**config.mk**
```make
export PLATFORM = sky130hd
export DESIGN_NAME = symbol_framer
export DESIGN_NICKNAME = d
export VERILOG_FILES = /design/src/rtl/symbol_framer.sv
export SDC_FILE = /design/constraint.sdc
export NUM_CORES = 1
export LEC_CHECK = 0
export CORE_MARGIN = 3
export CORE_UTILIZATION = 40
export DETAILED_ROUTE_END_ITERATION = 7
export SYNTH_ARGS = -nofsm -noshare
export SYNTH_HDL_FRONTEND = slang
export SYNTH_SLANG_ARGS = --single-unit
```
**constraint.sdc**
```tcl
create_clock -name clk -period 2.35 [get_ports clk]
set_input_delay 0.3525 -clock clk [delete_from_list [all_inputs] [get_ports clk]]
set_output_delay 0.3525 -clock clk [all_outputs]
set_load 0.01 [all_outputs]
```
**src/rtl/symbol_framer.sv**
```systemverilog
// Serial-bit to 2-bit symbol framer: pairs incoming bits, queues symbols in a
// small FIFO and presents one symbol per SYM_LEN-cycle period to the modulator.
module symbol_framer #(
  parameter int         SYM_LEN    = 128,
  parameter int         FIFO_DEPTH = 4,
  parameter logic [1:0] IDLE_SYM   = 2'd0
) (
  input  logic       clk,
  input  logic       reset,
  input  logic       bit_in,
  input  logic       bit_valid,
  output logic       bit_ready,
  output logic [1:0] sym_out,
  output logic       sym_start,
  output logic       underrun,
  output logic       active
);
  localparam int            CW       = (SYM_LEN > 1) ? $clog2(SYM_LEN) : 1;
  localparam int            AW       = $clog2(FIFO_DEPTH);
  localparam logic [CW-1:0] LAST     = CW'(SYM_LEN - 1);
  localparam logic [AW:0]   FULL_CNT = (AW+1)'(FIFO_DEPTH);

  logic [CW-1:0] r_cnt;
  logic [1:0]    r_mem [FIFO_DEPTH];
  logic [AW-1:0] r_wp, r_rp;
  logic [AW:0]   r_count;
  logic          r_pend, r_hi, r_live;
  logic [1:0]    r_sym;
  logic          r_start, r_under, r_active;

  logic w_full, w_acc, w_push, w_pop, w_boundary;

  // r_live keeps bit_ready low until the first edge after reset is released.
  assign w_full     = (r_count == FULL_CNT);
  assign bit_ready  = r_live && !(r_pend && w_full);
  assign w_acc      = bit_valid && bit_ready;
  assign w_push     = w_acc && r_pend;
  assign w_boundary = (r_cnt == LAST);
  assign w_pop      = w_boundary && (r_count != '0);

  assign sym_out   = r_sym;
  assign sym_start = r_start;
  assign underrun  = r_under;
  assign active    = r_active;

  always_ff @(posedge clk) begin
    if (w_push) r_mem[r_wp] <= {r_hi, bit_in};
  end

  always_ff @(posedge clk) begin
    if (reset) begin
      r_cnt    <= '0;
      r_wp     <= '0;
      r_rp     <= '0;
      r_count  <= '0;
      r_pend   <= 1'b0;
      r_hi     <= 1'b0;
      r_live   <= 1'b0;
      r_sym    <= IDLE_SYM;
      r_start  <= 1'b0;
      r_under  <= 1'b0;
      r_active <= 1'b0;
    end else begin
      r_live  <= 1'b1;
      r_cnt   <= w_boundary ? '0 : r_cnt + CW'(1);
      r_start <= w_boundary;
      r_under <= w_boundary && !w_pop;

      // Pop decision uses the pre-edge count, so a same-edge push waits a period.
      if (w_boundary) begin
        r_sym    <= w_pop ? r_mem[r_rp] : IDLE_SYM;
        r_active <= w_pop;
      end

      if (w_acc) begin
        if (!r_pend) begin
          r_hi   <= bit_in;
          r_pend <= 1'b1;
        end else begin
          r_pend <= 1'b0;
        end
      end

      if (w_push) r_wp <= r_wp + AW'(1);
      if (w_pop)  r_rp <= r_rp + AW'(1);
      r_count <= r_count + (AW+1)'(w_push) - (AW+1)'(w_pop);
    end
  end
endmodule

```
==> metrics <==
synth warn=0; Post-synth EDFFs=8; HPWL after DPL=1.70 mm; Final min period=2140 ps; P_leak=0.617 nW; deepest clock path buffer count=2; post-synthesis compound-gate area fraction=8.01%; Overall Global Routing Usage=12.5%; CP Cell Sequence=nor3_4 > nor3_2 > ha_1 > inv_1 > ha_1 > fa_1 > xnor2_1 > xnor2_1 > nor2_1; initial DRC count=29; std cell rows=20; IO Port Bufs=9; Logic pwr share=4.0%; adder-cell share of the synthesized area=8.01%; Core Region=3130 sq um; vias per cell=4.86; Reg2Reg Depth=9; Finished Core Util=51.8%; maximum achievable frequency=468 MHz; layout net count=149; synthesized area=1340 sq um; Mapped Nets=128; Post-DRT Antenna Nets=0; Synth async-reset ratio=0%; Pint=0.834 mW; status=complete, no violations; grt total ovfl=0; VDD IR-drop max=351 uV; per-cell routed wire length=12.2 um; CTS tree=yes; Critical Path Source=r_count[1]; CP Capture Type=flop; Final GP Congestion=0.743; Post-Place Cells=174; non-filler cells, final=182; drt drc=0; post-synthesis mux area share=4.94%; Worst path max stage delay=390 ps; Pwr Total=1.04 mW; Area Overhead vs Synth=20.6%; flop2flop setup slack=210 ps; post-synth cell types=35; most frequent cells in the layout=24 x dfxtp_1, 9 x clkdlybuf4s50_1, 8 x nor2_1, 8 x buf_4, 8 x edfxtp_1; Rel. slew slack=67.3%; area leader, netlist=dfxtp_1; Most used DFF post-synth=dfxtp_1; final period utilization=90.9%; max-cap violation count=0; clock share of power=40.2%; Seq/Total Area, Yosys=53.7%; Seq cells post-synth=32; cts repair resizes=0; Final Max Tran Viols=0; Post-CTS Setup Bufs=0; Worst Path Required=2560 ps; Sink Count=32; RSZ-0062 raised after global routing=no; Post-Syn Area per Cell=11.6 sq um; chip height=63.9 um; CTS H-tree depth=2; drt total wl=2.22 mm; 1st-pass router iterations=2; pwr/cell area=644 nW/um^2; vias in the first global route=889; hold_ws=455 ps; first-pass GRT wire length=3.96 mm; CP startpoint kind=flop; largest net degree at the start of global routing=11; clock root cell=clkbuf_4; antenna violations before repair=0; clk_lat worst skew=320 ps; Seq pwr share=55.8%; Num CTS Buffers=5; Synth Instances=116; final setup fails=0; Initial Util=42.9%; layout cell share with drive strength beyond 1=18.8%; CP max-delay cell=dfxtp_1; Synth area leaders=dfxtp_1 36%, edfxtp_1 18%, ha_1 6.5%; share of the synthesized area in the top cell type=35.8%; Hold Crit Class=flop to flop; Tightest Pin Transition=486 ps; CTS clk-pin slew, worst paths=100 ps; reg-to-reg startpoint=r_count[1]; die area=4090 sq um; Critical Path Fanout Max=6; crit path DAT=2340 ps; io pins=10; die width=63.9 um; commonest non-fill, non-tap cell in the layout=dfxtp_1; simple-gate share of the synthesized area=17.9%; Crit Reg-Reg Endpoint=r_count[2]; Worst Clk Skew=9.11 ps; vias=884; antenna cell count=0; Hold Buf Count CTS=0; Sw Share=20.0%; Worst setup endpoint=r_count[2]; switching power=0.208 mW; final hold vios=0; largest family of logic cells by synthesized area=simple AND/OR/NAND/NOR gates; post-synthesis xor/xnor area fraction=3.26%; type of the worst setup path=flop to flop
cell usage after synthesis (3+ instances only):
cell type	instances
inv_1	7
ha_1	7
nand3_1	5
a21oi_1	6
nor2b_1	3
and3_1	7
xnor2_1	3
dfxtp_1	24
edfxtp_1	8
nor2_1	8
o21ai_0	4
nor3_1	4
power groups by stage:
stage	registers, mW	logic (mW)	clock network [mW]
final	0.581	0.0422	0.419
after global routing	0.583	0.0478	0.463
after CTS	0.581	0.0425	0.433
after detailed placement	0.594	0.0423	0
after global placement	0.593	0.0408	0
after floorplan	0.591	0.0264	0
stage by stage:
stage | area, sq um | setup slack (ps) | setup TNS (ps)
3_5_place_dp | 1520 | -122 | -122
6_report | 1620 | 215 | 0
3_3_place_gp | 1520 | -78.6 | -78.6
5_1_grt | 1620 | 11.1 | 0
4_1_cts | 1610 | 96.7 | 0
2_1_floorplan | 1340 | 178 | 0
cells by family (layout without fill, tap and decap cells):
group | count (synthesis) | count (layout)
adder cells (fa/ha/maj) | 8 | 8
XOR/XNOR | 5 | 5
AND/OR/NAND/NOR | 40 | 40
AO/OA/AOI/OAI | 17 | 17
flip-flops | 32 | 32
multiplexers | 4 | 4
buffers and inverters | 10 | 32
critical path, delay by kind of cell, from the launching register on:
family / cells / cell delay, ps
xor gates and xnor gates: 2 / 310
adders and majority gates: 3 / 830
buffers and inverters: 1 / 40
DFF: 1 / 390
and+or+nand+nor: 3 / 450
routing by layer:
metal	share of wire, %	wire [um]	track usage, %	vias to the layer above
li1	-	-	-	459
met1	48	1060	14.8	411
met2	48	1070	20.8	10
met3	3.3	74	3.69	4
met4	0.86	19	5.66	0
met5	0	0	0	-
final cells by class:
type | instances | area (sq um)
tap | 44 | 55.1
multi-input combinational | 74 | 577
sequential | 32 | 721
timing repair buffer | 17 | 150
inverter | 7 | 26.3
fill | 276 | 1510
clock buffer | 8 | 90.1
worst min path at each step:
stage                         from       end  slack (ps)  depth (start not counted)
after global routing      r_cnt[0]  r_cnt[0]         490                          1
after global placement    r_cnt[0]  r_cnt[0]         440                          1
final                     r_cnt[0]  r_cnt[0]         460                          1
after detailed placement  r_cnt[0]  r_cnt[0]         450                          1
after CTS                 r_cnt[0]  r_cnt[0]         460                          1
after floorplan           r_cnt[0]  r_cnt[0]         430                          1
registers in the layout, summed over array words and instances, names as in the netlist, 2 cells and up, named ones only:
| register | count |
|---|---|
| r_mem | 8 |
| r_cnt | 7 |
| r_count | 3 |
| r_rp | 2 |
| r_wp | 2 |
| sym_out | 2 |
Note: power is estimated with default switching activity, not from simulation.
